<file path="src/rtl/cpu_ctrl_pkg.sv">
// Shared definitions for the pipeline sequencing controller: the hazard
// FSM state encoding, the hard-wired zero register index and the bound on
// the instruction-memory read latency the redirect logic can cover.
package cpu_ctrl_pkg;

    // Controller states: IDLE before the first run, RUN for normal
    // sequencing, REDIR while IF/ID is still being flushed after a redirect
    typedef enum logic [1:0] {
        IDLE  = 2'd0,
        RUN   = 2'd1,
        REDIR = 2'd2
    } hazard_state_e;

    // $zero never carries a real dependency
    localparam logic [4:0] REG_ZERO = 5'd0;

    // Largest supported instruction-memory read latency
    localparam int IMEM_LAT_MAX = 3;

    // Width of the redirect down-counter, sized for IMEM_LAT_MAX
    localparam int LAT_W = $clog2(IMEM_LAT_MAX + 1);

endpackage

</file>
<file path="src/rtl/hazard_ctrl_sat_counter.sv">
// Saturating up-counter used for the stall and flush performance counters.
// Clear wins over increment; the count sticks at all-ones once reached.
module sat_counter #(
    parameter int WIDTH = 16
) (
    input  logic             clk,
    input  logic             rst,
    input  logic             i_inc,
    input  logic             i_clr,
    output logic [WIDTH-1:0] o_count
);

    localparam logic [WIDTH-1:0] MAX_COUNT = '1;

    logic [WIDTH-1:0] r_count;

    // Count register: reset/clear to zero, otherwise saturating increment
    always_ff @(posedge clk) begin
        if (rst) begin
            r_count <= '0;
        end else if (i_clr) begin
            r_count <= '0;
        end else if (i_inc && (r_count != MAX_COUNT)) begin
            r_count <= r_count + WIDTH'(1);
        end
    end

    assign o_count = r_count;

endmodule

</file>
<file path="src/rtl/hazard_ctrl.sv">
// Pipeline sequencing controller for the 5-stage MIPS core. Produces the
// per-stage enable and flush strobes, inserts a one-cycle bubble on a
// load-use dependency, flushes three stages on a branch/jump resolved in
// MEM, and keeps IF/ID flushed for IMEM_LAT more cycles so the stale
// synchronous I-mem read never reaches decode.
module hazard_ctrl
    import cpu_ctrl_pkg::*;
#(
    parameter int IMEM_LAT = 1,
    parameter int CNT_W    = 16
) (
    input  logic             clk,
    input  logic             rst,
    input  logic             enable,
    input  logic [4:0]       id_rs,
    input  logic [4:0]       id_rt,
    input  logic             id_uses_rt,
    input  logic             ex_mem_read,
    input  logic [4:0]       ex_waddr,
    input  logic             mem_branch,
    input  logic             mem_zero,
    input  logic             mem_jump,
    input  logic             clr_cnt,
    output logic             pc_en,
    output logic             ifid_en,
    output logic             ifid_flush,
    output logic             idex_en,
    output logic             idex_flush,
    output logic             exmem_flush,
    output logic [CNT_W-1:0] stall_cnt,
    output logic [CNT_W-1:0] flush_cnt
);

    localparam logic [LAT_W-1:0] LAT_LOAD = LAT_W'(IMEM_LAT);
    localparam logic [LAT_W-1:0] LAT_ONE  = LAT_W'(1);

    hazard_state_e    r_state;
    hazard_state_e    w_nextState;
    logic [LAT_W-1:0] r_redirCnt;
    logic [LAT_W-1:0] w_nextRedirCnt;

    logic             w_redirect;
    logic             w_loadUse;

    logic             w_pcEn;
    logic             w_ifidEn;
    logic             w_ifidFlush;
    logic             w_idexEn;
    logic             w_idexFlush;
    logic             w_exmemFlush;
    logic             w_stallInc;
    logic             w_flushInc;

    logic [CNT_W-1:0] w_stallCount;
    logic [CNT_W-1:0] w_flushCount;

    // A taken branch or any jump resolved in MEM redirects the fetch stream
    assign w_redirect = mem_jump | (mem_branch & mem_zero);

    // A load in EX feeding a source register of the ID instruction; rt only
    // counts when the instruction actually reads it, and $zero never does
    assign w_loadUse = ex_mem_read
                     & (ex_waddr != REG_ZERO)
                     & ((ex_waddr == id_rs) | (id_uses_rt & (ex_waddr == id_rt)));

    // State and redirect-counter registers; enable=0 holds both via next-state
    always_ff @(posedge clk) begin
        if (rst) begin
            r_state    <= IDLE;
            r_redirCnt <= '0;
        end else begin
            r_state    <= w_nextState;
            r_redirCnt <= w_nextRedirCnt;
        end
    end

    // Next-state and strobe decode; redirect outranks load-use because the
    // instructions that would stall are on the wrong path anyway
    always_comb begin
        w_nextState    = r_state;
        w_nextRedirCnt = r_redirCnt;
        w_pcEn         = 1'b0;
        w_ifidEn       = 1'b0;
        w_ifidFlush    = 1'b0;
        w_idexEn       = 1'b0;
        w_idexFlush    = 1'b0;
        w_exmemFlush   = 1'b0;
        w_stallInc     = 1'b0;
        w_flushInc     = 1'b0;

        case (r_state)
            IDLE: begin
                if (enable) begin
                    w_nextState = RUN;
                end
            end

            RUN: begin
                if (enable) begin
                    w_pcEn   = 1'b1;
                    w_ifidEn = 1'b1;
                    w_idexEn = 1'b1;
                    if (w_redirect) begin
                        w_ifidFlush  = 1'b1;
                        w_idexFlush  = 1'b1;
                        w_exmemFlush = 1'b1;
                        w_flushInc   = 1'b1;
                        if (IMEM_LAT > 0) begin
                            w_nextState    = REDIR;
                            w_nextRedirCnt = LAT_LOAD;
                        end
                    end else if (w_loadUse) begin
                        w_pcEn      = 1'b0;
                        w_ifidEn    = 1'b0;
                        w_idexFlush = 1'b1;
                        w_stallInc  = 1'b1;
                    end
                end
            end

            REDIR: begin
                if (enable) begin
                    w_pcEn      = 1'b1;
                    w_ifidEn    = 1'b1;
                    w_idexEn    = 1'b1;
                    w_ifidFlush = 1'b1;
                    if (w_redirect) begin
                        w_idexFlush    = 1'b1;
                        w_exmemFlush   = 1'b1;
                        w_flushInc     = 1'b1;
                        w_nextRedirCnt = LAT_LOAD;
                    end else begin
                        w_nextRedirCnt = r_redirCnt - LAT_ONE;
                        if (r_redirCnt <= LAT_ONE) begin
                            w_nextState = RUN;
                        end
                    end
                end
            end

            default: begin
                w_nextState    = IDLE;
                w_nextRedirCnt = '0;
            end
        endcase
    end

    sat_counter #(
        .WIDTH (CNT_W)
    ) u_stallCnt (
        .clk     (clk),
        .rst     (rst),
        .i_inc   (w_stallInc),
        .i_clr   (clr_cnt),
        .o_count (w_stallCount)
    );

    sat_counter #(
        .WIDTH (CNT_W)
    ) u_flushCnt (
        .clk     (clk),
        .rst     (rst),
        .i_inc   (w_flushInc),
        .i_clr   (clr_cnt),
        .o_count (w_flushCount)
    );

    // Every output reads zero while reset is asserted, even before the edge
    assign pc_en       = w_pcEn       & ~rst;
    assign ifid_en     = w_ifidEn     & ~rst;
    assign ifid_flush  = w_ifidFlush  & ~rst;
    assign idex_en     = w_idexEn     & ~rst;
    assign idex_flush  = w_idexFlush  & ~rst;
    assign exmem_flush = w_exmemFlush & ~rst;
    assign stall_cnt   = rst ? '0 : w_stallCount;
    assign flush_cnt   = rst ? '0 : w_flushCount;

endmodule

</file>
<file path="config.mk">
export PLATFORM = sky130hd
export DESIGN_NAME = hazard_ctrl
export DESIGN_NICKNAME = d
export VERILOG_FILES = /design/src/rtl/cpu_ctrl_pkg.sv /design/src/rtl/hazard_ctrl_sat_counter.sv /design/src/rtl/hazard_ctrl.sv
export SDC_FILE = /design/constraint.sdc
export NUM_CORES = 1
export LEC_CHECK = 0
export CELL_PAD_IN_SITES_DETAIL_PLACEMENT = 0
export CELL_PAD_IN_SITES_GLOBAL_PLACEMENT = 1
export CORE_MARGIN = 8
export CORE_UTILIZATION = 38
export DETAILED_ROUTE_END_ITERATION = 7
export GPL_ROUTABILITY_DRIVEN = 0
export GPL_TIMING_DRIVEN = 0
export PLACE_DENSITY_LB_ADDON = 0.1
export RECOVER_POWER = 50
export SYNTH_ARGS = -nofsm -noshare
export SYNTH_HDL_FRONTEND = slang
export SYNTH_SLANG_ARGS = --single-unit
export TNS_END_PERCENT = 100
</file>
<file path="constraint.sdc">
create_clock -name clk -period 3.6 [get_ports clk]
set_input_delay 0.36 -clock clk [delete_from_list [all_inputs] [get_ports clk]]
set_output_delay 0.36 -clock clk [all_outputs]
set_load 0.01 [all_outputs]
</file>
=== Word-level counts from Yosys, hierarchy flattened ===
Cells that the tools add are included.

* Bits in registers: 36
* Bits of input ports: 24
* Word-level logic and storage cells: 72

* Add/subtract/negate cells: 3
* Order comparisons: 1
* Equal/unequal tests: 12
* Mux-type cells: 31
* Bitwise operators: 13
* Reduce and logical (&&, ||, !) cells: 8

{| class="wikitable"
|+ Operators with widths
! cell !! number
|-
| 16-bit by 1-bit adder with 16-bit output, second input constant || 2
|-
| 16-bit two-way mux || 2
|-
| 16-bit inequality test, second input constant || 2
|-
| 2-bit two-way mux || 10
|-
| 1-bit two-way mux || 14
|-
| 2-bit inequality test, second input constant || 6
|-
| 2-bit one-hot mux with 3 select lines || 2
|-
| 5-bit equality test || 2
|-
| 1-bit AND || 9
|-
| 1-bit one-hot mux with 2 select lines || 3
|-
| 6-bit AND reduction || 1
|-
| 5-bit nonzero test || 1
|-
| 4-bit AND reduction || 1
|-
| 2-bit OR reduction || 2
|-
| 2-bit by 1-bit equality test with 1-bit output, second input constant || 1
|-
| 2-bit equality test, second input constant || 1
|-
| 2-bit by 1-bit less-or-equal comparator with 1-bit output, second input constant || 1
|-
| 1-bit logical AND || 2
|-
| 2-bit zero test || 1
|-
| 1-bit NOT || 2
|-
| 1-bit OR || 2
|-
| 2-bit by 1-bit subtractor with 2-bit output, second input constant || 1
|}

=== Logic depth before layout (Yosys ltp) ===
* Depth after elaboration: 9
* Mapped depth: 9
* Mapped depth without buffers: 7

=== Modules after synthesis ===
From an unflattened synthesis, not the netlist that was laid out.

* Cells, all modules: 311
* Area, all modules: 2595.0 um^2

{| class="wikitable"
|+ By module, submodules not included
! module !! times used !! cells each !! area each (um^2)
|-
| sat_counter || 2 || 102 || 917.1
|-
| hazard_ctrl || 1 || 107 || 760.7
|}

=== Worst setup path after synthesis ===
OpenSTA, ideal clock, no wires.

* Path kind: input -> output
* From: input id_rt[4]
* To: output pc_en
* Arrival: 1.753 ns
* Slack: 1.487 ns
* Stages: 8
* Path buffers: 3
* Cells stage by stage: xnor2_1 nand4_1 o22a_1 clkbuf_1 buf_2 o21ai_0 a21oi_1 buf_4

* Word-level cells in the longest chain between the ends: 9

{| class="wikitable"
|+ RTL lines
! item !! line !! RTL
|-
| from (decl) || hazard_ctrl.sv:16 || <nowiki>input logic [4:0] id_rt,</nowiki>
|-
| 5-bit equality test || hazard_ctrl.sv:64 || <nowiki>& ((ex_waddr == id_rs) | (id_uses_rt & (ex_waddr == id_rt)));</nowiki>
|-
| 1-bit AND || hazard_ctrl.sv:64 ||
|-
| 1-bit OR || hazard_ctrl.sv:64 ||
|-
| 1-bit AND || hazard_ctrl.sv:64 ||
|-
| 1-bit two-way mux (3 in a row) || n/a ||
|-
| 1-bit one-hot mux with 2 select lines || n/a ||
|-
| 1-bit AND || n/a ||
|-
| to (decl) || hazard_ctrl.sv:24 || <nowiki>output logic pc_en,</nowiki>
|}

Every way passes these cells.

=== Worst setup path in the final report ===
* From: input ex_waddr[2]
* To: output pc_en

* Word-level cells in the longest chain between the ends: 9
* Elaborated cells on any way between the ends: 12
* Classes of those cells: eq/ne: 2; mux: 4; bitwise: 5; reduce/logical: 1

{| class="wikitable"
|+ RTL lines
! item !! line !! RTL
|-
| from (decl) || hazard_ctrl.sv:19 || <nowiki>input logic [4:0] ex_waddr,</nowiki>
|-
| 5-bit equality test || hazard_ctrl.sv:64 ||
|-
| 1-bit AND || hazard_ctrl.sv:64 ||
|-
| 1-bit OR || hazard_ctrl.sv:64 ||
|-
| 1-bit AND (*) || hazard_ctrl.sv:64 ||
|-
| 1-bit two-way mux (*) || hazard_ctrl.sv:112 || <nowiki>end else if (w_loadUse) begin</nowiki>
|-
| 1-bit two-way mux (*) || hazard_ctrl.sv:103 || <nowiki>if (w_redirect) begin</nowiki>
|-
| 1-bit two-way mux (*) || hazard_ctrl.sv:99 || <nowiki>if (enable) begin</nowiki>
|-
| 1-bit one-hot mux with 2 select lines (*) || hazard_ctrl.sv:91 || <nowiki>case (r_state)</nowiki>
|-
| 1-bit AND (*) || hazard_ctrl.sv:169 || <nowiki>assign pc_en = w_pcEn & ~rst;</nowiki>
|}

Every way passes the cells marked *; elsewhere a longest branch is shown, timed or not.

==> impl_metrics.yaml <==
yosys:
  synth.avg_cell_area_um2: 7.908
  synth_edf_count: 0
  syn_nets: 334
  synth_flop_cell: "dfxtp_1"
  syn_inst: 303
  yosys_warnings: 0
  yosys.area_share.simple_pct: 35.87
  seq_area_frac_synth_pct: 30.08
  muxShareOfSynthArea_pct: 1.305
  synth_fa_ha_area_share_pct: 3.655
  synth_compound_area_share_pct: 15.40
  ys_async_sr_fraction_pct: 0
  ys_types: 47
  synth.cell_area_um2: 2396
  synth_seq_cells: 36
  synth-xor-area-share_pct: 9.138
  synth_top_family_by_area: "simple AND/OR/NAND/NOR gates"
placed_design:
  dp_hpwl_mm: 5.251
  port_buffers: 61
power:
  p_leak_nw: 1.012
  peakVddDrop_mv: 0.1338
  power_density_nw_per_um2: 272.7
  totalPowerFinal_mw: 0.8659
clock_network:
  cts_setup_buffers: 0
  root_buffer: "clkbuf_8"
  htree_levels: 2
  cts_resized: 0
  cts.clk_slew.worst_paths_ns: 0.08
  cts_buffers: 5
  cts_buffer_depth: 2
  clk-insertion-delay-late_ns: 0.29
  hold_buffers: 0
  cts.sinks: 36
  cts_tree: "yes"
global_route:
  grt_usage_pct: 15.69
  grt_pass1_vias: 2303
  grt_pass1_wl_mm: 11.49
  grt_max_degree: 12
  grt_overflow: 0
  grt_antenna_before_repair: 0
timing:
  drv_slew: 0
  finalCritPeriodShare_pct: 90.93
  worst_slew_pin_slew_ns: 0.6495
  fmax_mhz: 305.5
  fin_skew_ns: 0.01207
  period_needed_ns: 3.274
  setup-tns-final_ns: 0
  max_slew_margin_pct: 56.30
  rsz0062_at_grt: "false"
  hold_viol_final: 0
  setup_violations: 0
detailed_routing:
  via_per_inst: 5.433
  antenna_left: 0
  routed_wl_mm: 6.875
  wl_per_cell_um: 15.35
  firstDrtPassIters: 4
  vias: 2434
  drc_errors: 0
  drtIter0Drc: 89
finish:
  num-nets-final: 401
  drive_above_1_share_pct: 5.391
  area_growth_pct: 32.53
  diodes: 0
floorplan:
  die_y_um: 95.41
  core_um2: 6241
  die_area_um2: 9102
  die_w_um: 95.41
  ioPinCount: 62
  rows: 29
  start_util_pct: 38.39
worst_setup_path:
  cp.arrival_ns: 2.91
  cp_max_fo: 12
  end_kind: "output pin"
  start_kind: "primary input"
  path_class: "in -> out"
  cp.required_ns: 3.24
min_path:
  hold_path_class: "reg -> reg"
run_status:
  outcome: "complete, no violations"
job:
  maxCapViolCount: 0
==> logic make-up after synthesis <==
group                    count (synthesis)
AND/OR/NAND/NOR                        152
AO/OA/AOI/OAI                           56
flip-flops                              36
XOR/XNOR                                25
buffers and inverters                   24
adder cells (fa/ha/maj)                  7
multiplexers                             3
==> placed cells by master, fill, tap and decap left out, drive strengths merged, types with 2 or more instances in the layout <==
cell type and instances:
o21ai 4, or4 13, nor3 6, a21oi 23, nand2 14, xor2 4, mux2i 2, o211ai 2
buf 6, or3 2, xnor2 21, clkbuf 16, nand4b 2, ha 7, nand4 17, clkdlybuf4s50 47
o21a 2, dlygate4sd3 14, and4 3, nor2b 31, dfxtp 36, and3 2, a2111oi 2, o22ai 2
a211oi 3, nand2b 3, o31ai 12, nand3 18, or2 5, inv 8, nor4 7, nor2 28
==> synthesized netlist by cell type (2+ instances only) <==
library cell / n / share of area [%]
and3_1: 2 / 0.52
a211oi_1: 3 / 0.94
inv_1: 8 / 1.3
o21a_1: 2 / 0.63
ha_1: 7 / 3.7
nand4_1: 17 / 4.4
buf_4: 2 / 0.63
xnor2_1: 21 / 7.7
buf_2: 3 / 0.63
and4_1: 3 / 1.1
nor4_1: 7 / 1.8
o31ai_1: 12 / 3.8
clkbuf_1: 9 / 1.4
nor2_1: 28 / 4.4
nor2b_1: 31 / 8.1
o21ai_0: 3 / 0.63
nand2b_1: 3 / 0.78
a2111oi_0: 2 / 0.73
or2_2: 4 / 1.0
nor3_1: 5 / 1.0
xor2_1: 4 / 1.5
o22ai_1: 2 / 0.52
nand2_1: 14 / 2.2
a21oi_1: 22 / 4.6
dfxtp_1: 36 / 30
o211ai_1: 2 / 0.63
nand3_1: 17 / 3.6
mux2i_1: 2 / 0.84
or4_1: 13 / 4.1
nand4b_1: 2 / 0.73
==> flip-flops by register name, summed over array words and instances (netlist names) <==
signal and flops:
u_stallCnt.o_count 16, u_flushCnt.o_count 16, r_redirCnt 2, r_state 2
==> final timing paths <==
| kind | slack [ns] | start | endpoint | cells after the start |
|---|---|---|---|---|
| setup / recovery | 0.33 | ex_waddr[2] | pc_en | 9 |
| hold / removal | 0.50 | u_stallCnt.o_count[6] | u_stallCnt.o_count[6] | 2 |
| setup reg to reg | 1.29 | u_stallCnt.o_count[0] | u_stallCnt.o_count[1] | 8 |
| hold reg to reg | 0.50 | u_stallCnt.o_count[6] | u_stallCnt.o_count[6] | 2 |
==> final cells by class <==
class / instances / area, um^2
Inverter: 8 / 30.03
Clock buffer: 7 / 76.32
Clock inverter: 1 / 8.758
Fill cell: 642 / 3065
Buffer: 15 / 71.32
Timing Repair Buffer: 61 / 610.6
Tap cell: 77 / 96.34
Sequential cell: 36 / 720.7
Multi-Input combinational cell: 243 / 1562
==> worst max-delay path, cell delays in order <==
cell and delay [ns]:
clkdlybuf4s50_1 0.47, xnor2_1 0.16, nand4_1 0.13, o22a_1 0.45, buf_2 0.32, o21ai_0 0.13, a21oi_1 0.23, buf_4 0.14
clkdlybuf4s50_1 0.52
==> power breakdown <==
part / internal (mW) / leakage [nW] / switching [mW]
Sequential: 0.403 / 0.290 / 0.00553
Combinational: 0.0751 / 0.680 / 0.0945
Clock: 0.138 / 0.0424 / 0.149
Total: 0.617 / 1.01 / 0.249
==> metal layers <==
metal / GRT usage, % / routed length, um / part of all wire (%)
met1: 19.57 / 3150 / 46
met2: 26.58 / 3277 / 48
met3: 3.228 / 377 / 5.5
met4: 4.609 / 70 / 1.0
met5: 0 / 0 / 0
==> stage by stage <==
step | instance area (um^2) | hold slack (ns) | setup WS [ns] | std cells | util (%)
5_1_grt | 3176 | 0.5428 | 0.1429 | 448 | 50.88
4_1_cts | 3188 | 0.5068 | 0.1714 | 449 | 51.08
6_report | 3176 | 0.5034 | 0.3265 | 448 | 50.88
2_1_floorplan | 2396 | 0.4604 | 1.487 | 303 | -
3_5_place_dp | 3103 | 0.4946 | 0.1715 | 441 | 49.72
3_3_place_gp | 3103 | 0.4857 | 0.1376 | 441 | 49.72
Power figures use the tool's default switching activity.
